===== src/rtl/retire_trace_fifo.sv =====
// Retire trace buffer: captures one record per retired instruction
// and hands them to a consumer over a valid/ready handshake.
module retire_trace_fifo #(
  parameter int DEPTH = 8,
  parameter int SEQ_W = 16
) (
  input  logic             clk_i,
  input  logic             rst_n,
  input  logic             retire_valid_i,
  input  logic [31:0]      retire_pc_i,
  input  logic [31:0]      retire_instr_i,
  input  logic             rf_we_i,
  input  logic [4:0]       rf_waddr_i,
  input  logic [31:0]      rf_wdata_i,
  input  logic             mem_we_i,
  input  logic [31:0]      mem_addr_i,
  input  logic [31:0]      mem_wdata_i,
  output logic             trace_valid_o,
  input  logic             trace_ready_i,
  output logic [SEQ_W-1:0] trace_seq_o,
  output logic [31:0]      trace_pc_o,
  output logic [31:0]      trace_instr_o,
  output logic             trace_rf_we_o,
  output logic [4:0]       trace_rf_waddr_o,
  output logic [31:0]      trace_rf_wdata_o,
  output logic             trace_mem_we_o,
  output logic [31:0]      trace_mem_addr_o,
  output logic [31:0]      trace_mem_wdata_o,
  output logic             halted_o,
  output logic             overflow_o,
  output logic [SEQ_W-1:0] retire_cnt_o,
  output logic [SEQ_W-1:0] drop_cnt_o
);

  localparam int PW = $clog2(DEPTH);
  localparam int CW = PW + 1;

  typedef struct packed {
    logic [SEQ_W-1:0] seq;
    logic [31:0]      pc;
    logic [31:0]      instr;
    logic             rf_we;
    logic [4:0]       rf_waddr;
    logic [31:0]      rf_wdata;
    logic             mem_we;
    logic [31:0]      mem_addr;
    logic [31:0]      mem_wdata;
  } rec_t;

  rec_t             mem_q [DEPTH];
  logic [PW-1:0]    wr_ptr_q, wr_ptr_d;
  logic [PW-1:0]    rd_ptr_q, rd_ptr_d;
  logic [CW-1:0]    cnt_q, cnt_d;
  logic [SEQ_W-1:0] seq_q, seq_d;
  logic [SEQ_W-1:0] rcnt_q, rcnt_d;
  logic [SEQ_W-1:0] dcnt_q, dcnt_d;
  logic             halted_q, halted_d;
  logic             ovf_q, ovf_d;

  logic ev, full, pop, push, drop;
  rec_t wr_rec, head;

  always_comb begin
    ev   = retire_valid_i & ~halted_q;
    full = (cnt_q == CW'(DEPTH));
    pop  = (cnt_q != '0) & trace_ready_i;
    push = ev & (~full | pop);
    drop = ev & ~push;

    wr_rec.seq       = seq_q;
    wr_rec.pc        = retire_pc_i;
    wr_rec.instr     = retire_instr_i;
    // x0 is hardwired; a write to it is not architectural
    wr_rec.rf_we     = rf_we_i & (rf_waddr_i != 5'd0);
    wr_rec.rf_waddr  = rf_waddr_i;
    wr_rec.rf_wdata  = rf_wdata_i;
    wr_rec.mem_we    = mem_we_i;
    wr_rec.mem_addr  = mem_addr_i;
    wr_rec.mem_wdata = mem_wdata_i;

    wr_ptr_d = wr_ptr_q;
    rd_ptr_d = rd_ptr_q;
    cnt_d    = cnt_q;
    seq_d    = seq_q;
    rcnt_d   = rcnt_q;
    dcnt_d   = dcnt_q;
    halted_d = halted_q;
    ovf_d    = ovf_q;

    if (push) wr_ptr_d = wr_ptr_q + PW'(1);
    if (pop)  rd_ptr_d = rd_ptr_q + PW'(1);
    cnt_d = cnt_q + CW'(push) - CW'(pop);

    if (ev) begin
      seq_d  = seq_q + SEQ_W'(1);
      rcnt_d = rcnt_q + SEQ_W'(1);
      if (retire_instr_i == 32'h0) halted_d = 1'b1;
    end

    if (drop) begin
      ovf_d = 1'b1;
      if (dcnt_q != '1) dcnt_d = dcnt_q + SEQ_W'(1);
    end
  end

  always_ff @(posedge clk_i or negedge rst_n) begin
    if (!rst_n) begin
      wr_ptr_q <= '0;
      rd_ptr_q <= '0;
      cnt_q    <= '0;
      seq_q    <= '0;
      rcnt_q   <= '0;
      dcnt_q   <= '0;
      halted_q <= 1'b0;
      ovf_q    <= 1'b0;
    end else begin
      wr_ptr_q <= wr_ptr_d;
      rd_ptr_q <= rd_ptr_d;
      cnt_q    <= cnt_d;
      seq_q    <= seq_d;
      rcnt_q   <= rcnt_d;
      dcnt_q   <= dcnt_d;
      halted_q <= halted_d;
      ovf_q    <= ovf_d;
    end
  end

  // storage is left unreset; outputs are masked while empty
  always_ff @(posedge clk_i) begin
    if (push) mem_q[wr_ptr_q] <= wr_rec;
  end

  always_comb begin
    trace_valid_o = (cnt_q != '0);
    head = trace_valid_o ? mem_q[rd_ptr_q] : '0;
  end

  assign trace_seq_o       = head.seq;
  assign trace_pc_o        = head.pc;
  assign trace_instr_o     = head.instr;
  assign trace_rf_we_o     = head.rf_we;
  assign trace_rf_waddr_o  = head.rf_waddr;
  assign trace_rf_wdata_o  = head.rf_wdata;
  assign trace_mem_we_o    = head.mem_we;
  assign trace_mem_addr_o  = head.mem_addr;
  assign trace_mem_wdata_o = head.mem_wdata;
  assign halted_o          = halted_q;
  assign overflow_o        = ovf_q;
  assign retire_cnt_o      = rcnt_q;
  assign drop_cnt_o        = dcnt_q;

endmodule


===== config.mk =====
export PLATFORM = sky130hd
export DESIGN_NAME = retire_trace_fifo
export DESIGN_NICKNAME = d
export VERILOG_FILES = /design/src/rtl/retire_trace_fifo.sv
export SDC_FILE = /design/constraint.sdc
export NUM_CORES = 2
export LEC_CHECK = 0
export BUFFER_PORTS_ARGS = -buffer_cell sky130_fd_sc_hd__buf_2
export CORE_MARGIN = 4
export CORE_UTILIZATION = 45
export CTS_BUF_LIST = sky130_fd_sc_hd__clkbuf_16
export DETAILED_ROUTE_END_ITERATION = 6
export SLEW_MARGIN = 20
export SYNTH_ARGS = -nofsm -noshare
export SYNTH_HDL_FRONTEND = slang
export SYNTH_SLANG_ARGS = --single-unit

===== constraint.sdc =====
create_clock -name clk_i -period 63 [get_ports clk_i]
set_input_delay 6.3 -clock clk_i [delete_from_list [all_inputs] [get_ports clk_i]]
set_output_delay 6.3 -clock clk_i [all_outputs]
set_load 0.01 [all_outputs]

[After elaboration in Yosys (flattened, before gate mapping)]
Memories as Yosys holds them, arrays and structs flattened.
Index checks and enable logic that the tools add are counted.
Storage, ports and cells
  memory bits (writable): 1464
  memories kept: 1
  register bits after elaboration: 60
  output and inout port bits: 218
Memories
  mem_q: depth 8, bits a word 183, read ports 1, clocked after Yosys merged registers in 0, write ports 1, RTL line 50  | rec_t mem_q [DEPTH];
Cells by class
  equal/unequal tests: 2
  multiplexer cells: 3
  reductions and logical operators: 5
  bitwise logic cells: 9
  $add $sub $neg: 7
Operators by type and width (number)
  183-bit two-way mux: 1
  16-bit by 1-bit adder with 16-bit output (second input constant): 3
  32-bit zero test: 1
  16-bit inequality test (second input constant): 1
  3-bit by 1-bit adder with 3-bit output (second input constant): 2
  1-bit bitwise AND: 5
  5-bit nonzero test: 1
  4-bit by 1-bit adder with 4-bit output: 1
  4-bit == test (second input constant): 1
  2-bit AND reduction: 2
  4-bit nonzero test: 1
  4-bit by 1-bit subtractor with 4-bit output: 1
  1-bit inverter: 3
  1-bit two-way mux: 2
  1-bit OR: 1

[Depth between registers and ports, before layout]
  depth after elaboration: 7
  depth in mapped cells: 11
  mapped depth without buffers: 10

[Worst setup path after synthesis]
No wires, ideal clock.
  path type: input -> register
  from: input retire_valid_i
  to: memory mem_q[1][0] (netlist name), enable pin
  path slack: 36.217 ns
  data required time: 61.762 ns
  arrival time: 25.545 ns
  cell stages on the path: 4
  buffers on the path: 1
  cells stage by stage: and2b_2 -> clkbuf_1 -> nand2_1 -> nor4b_1
Between the ends
  longest elaborated chain between the ends: 4
RTL lines
  start: declaration: RTL line 9  | input logic retire_valid_i,
  1-bit bitwise AND: RTL line 64  | ev = retire_valid_i & ~halted_q;
  1-bit bitwise AND: RTL line 67  | push = ev & (~full | pop);
  1-bit two-way mux: RTL line 130  | if (push) mem_q[wr_ptr_q] <= wr_rec;
  1-bit two-way mux (not written as such): RTL line 130
  end: declaration: RTL line 50
Every way passes these cells.

[Worst setup path after layout]
  from: register rd_ptr_q[0]
  to: output trace_pc_o[14]
Between the ends
  longest elaborated chain between the ends: 2
RTL lines
  start: declaration: RTL line 52  | logic [PW-1:0] rd_ptr_q, rd_ptr_d;
  start signal: assignment: RTL line 118  | rd_ptr_q <= rd_ptr_d;
  memory 8 x 183 bit
  183-bit two-way mux: RTL line 135  | head = trace_valid_o ? mem_q[rd_ptr_q] : '0;
  end: declaration: RTL line 21  | output logic [31:0] trace_pc_o,
Every way passes these cells.

==> results.json <==
{
  "status": "finished clean",
  "worstSkewPairLatency_ns": 0.78,
  "cpMostUsedCell": "buf_4",
  "area_delta_synth_final_pct": 15.61,
  "synth.area.top_cells": "edfxtp_1, mux4_2, mux2i_1, dfrtp_1, nor2_1",
  "ys_warn_count": 0,
  "max_slew.worst_pin.slew_ns": 1.215,
  "via_per_inst": 5.528,
  "synthCells": 2591,
  "ant_nets": 0,
  "h-tree-depth": 4,
  "cts.sink_count": 1524,
  "grt_pass1_vias": 29269,
  "initial_core_util_pct": 45.49,
  "critPathKind": "reg -> out",
  "crit_path_start_kind": "register",
  "yosysUniqueCellTypes": 44,
  "period_share_pct": 21.18,
  "synth_top_area_cell": "edfxtp_1",
  "port_buffers": 388,
  "cts_root_buffer": "clkbuf_16",
  "synth_area_sq_um": 58240,
  "mostFrequentLayoutCells": "edfxtp_1, buf_2, mux4_2, nor2_1, mux2i_1",
  "hold_viol_final": 0,
  "crit_chain": "buf_4 -> buf_4 -> buf_4 -> buf_4 -> buf_4 -> mux4_2 -> mux2i_1 -> nor2_1 -> buf_2",
  "synth_fp_nets": 2773,
  "place.detailed.hpwl_um": 68990,
  "final_common_cell": "edfxtp_1",
  "rsz0062_at_grt": "false",
  "drt_iter0_drc": 2113,
  "end_kind": "output pin",
  "critPathSlowestCell": "dfrtp_4",
  "post_cts.repair.setup_buffers": 0,
  "leakage_nw": 23.04,
  "die_w_um": 367.7,
  "fin_crit_ns": 13.34,
  "drv_cap": 0,
  "cellPowerDensity_nw_per_um2": 47.28,
  "yosysSeqAreaShare_pct": 78.07,
  "fmax_ghz": 0.07495,
  "core_area_sq_um": 128000,
  "finalWeightedCongestion": 0.7593,
  "async_reset_ff_share_pct": 3.937,
  "clkTransAtPathRegs_ns": 0.06,
  "vias": 27204,
  "crit_arrival_ns": 7.04,
  "drt_pass1_iterations": 5,
  "cts_resized": 0,
  "final_max_slew_viol_count": 0,
  "syn_area_per_cell_sq_um": 22.48,
  "die-area_sq_um": 135200,
  "grt_max_degree": 159,
  "fp.dieH_um": 367.7,
  "drive_above_1_share_pct": 32.54,
  "antenna_found_initial": 27,
  "cts_tree": "done",
  "crit_path_max_fanout": 47,
  "drt-total-wl_um": 129400,
  "wl_per_cell_um": 26.30,
  "ctsHoldBuffers": 0,
  "setup_viol": 0,
  "maxSlewHeadroom_pct": 18.98,
  "cp_slowest_stage_delay_ns": 1.02,
  "skew_ns": 0.02581,
  "synth-main-ff-cell": "edfxtp_1",
  "drc_errors": 0,
  "holdCritPathClass": "reg -> reg",
  "holdWs_ns": 0.4705,
  "critical_path_required_ns": 56.70,
  "ir_drop_mv": 0.03235,
  "finalSetupTns_ns": 0,
  "clk_path_buf_depth": 3,
  "rows": 131,
  "grt_use_total_pct": 19.22,
  "finalNetCount": 3238,
  "grt_pass1_wl_um": 193300,
  "ys_ff_latch": 1524,
  "synth_top_area_share_pct": 75.49,
  "synth_edf_count": 1464,
  "grt_overflow_total": 0,
  "cts_made_buffers": 158,
  "ios": 389
}
## metrics by stage
step,setup WS [ns],instance area (sq um),util [%],power (W),cells
2_1_floorplan,36.22,58240,-,0.002032,2591
3_3_place_gp,50.26,62260,48.63,0.002317,4625
3_5_place_dp,50.21,62260,48.63,0.002333,4625
4_1_cts,49.31,67300,52.57,0.003237,4910
5_1_grt,48.79,67310,52.58,0.003343,4912
6_report,49.66,67330,52.60,0.003183,4921
## registers in the layout, summed over array words and instances, names as in the netlist
signal and count:
cnt_q 4, halted_o 1, mem_q 1464, wr_ptr_q 3
rd_ptr_q 3, seq_q 16, retire_cnt_o 16, drop_cnt_o 16
overflow_o 1
## cell families after synthesis
group                      after synthesis  share of synthesized area [%]
DFF                                   1524                          78.07
muxes                                  553                          17.37
and+or+nand+nor                        308                          2.408
buffers and inverters                  139                          1.070
xor gates and xnor gates                51                         0.7670
adders and majority gates               11                         0.2492
AOI/OAI and AO/OA                        5                        0.06446
## final timing paths
check                             from        endpoint  slack [ns]  cells past startpoint
max reg2reg                   cnt_q[1]        cnt_q[2]       58.85                     10
min in group asynchronous        rst_n  drop_cnt_o[11]        5.70                      2
max in group asynchronous        rst_n     rd_ptr_q[2]       56.69                      2
max                        rd_ptr_q[0]  trace_pc_o[14]       49.66                      9
min                         overflow_o      overflow_o        0.47                      1
min reg2reg                 overflow_o      overflow_o        0.47                      1
## layout make-up
class,count,area [sq um]
diodes,11,27.53
clock buffers,158,3954
clock inverters,127,1086
fillers,9867,60680
inverters,8,30.03
multi-input cells,928,12200
flip-flops and latches,1524,45470
well taps,1729,2163
repair buffers,436,2394
## cells in the mapped netlist (2+ instances only)
library cell	n
xnor2_1	17
or4_1	3
buf_1	14
inv_1	8
nor2_1	199
clkbuf_1	52
nand3_1	11
nor3_1	8
xor2_1	34
mux4_2	366
nor4_1	16
dfrtp_1	60
nand4_1	11
buf_4	3
buf_2	60
and4_1	4
and2_1	2
nand2b_1	2
edfxtp_1	1464
nand2_1	29
buf_6	2
mux2i_1	184
ha_1	10
and3_1	4
mux2_2	3
nor4b_1	4
nor3b_1	3
or3_1	2
## where the power goes
part	internal [W]	switching [W]	total, W
Clock	0.000513	0.000385	0.000898
Sequential	0.00127	0.0000602	0.00133
Combinational	0.000411	0.000543	0.000954
Total	0.00219	0.000989	0.00318
## worst max-delay path, delay by kind of cell, from the launching register on
family / cells / cell delay [ns]
buf+inv: 6 / 4.16
flops: 1 / 1.02
mux: 2 / 0.77
simple gates: 1 / 0.11
## per-layer routing
layer / up-vias / track usage, % / share of wire, %
met3: 188 / 4.553 / 6.3
met2: 748 / 32.05 / 50
met1: 14582 / 25.71 / 41
met5: - / 0 / 0.093
li1: 11668 / - / -
met4: 18 / 5.009 / 1.9
No activity file was read; power rests on OpenSTA's default activity.
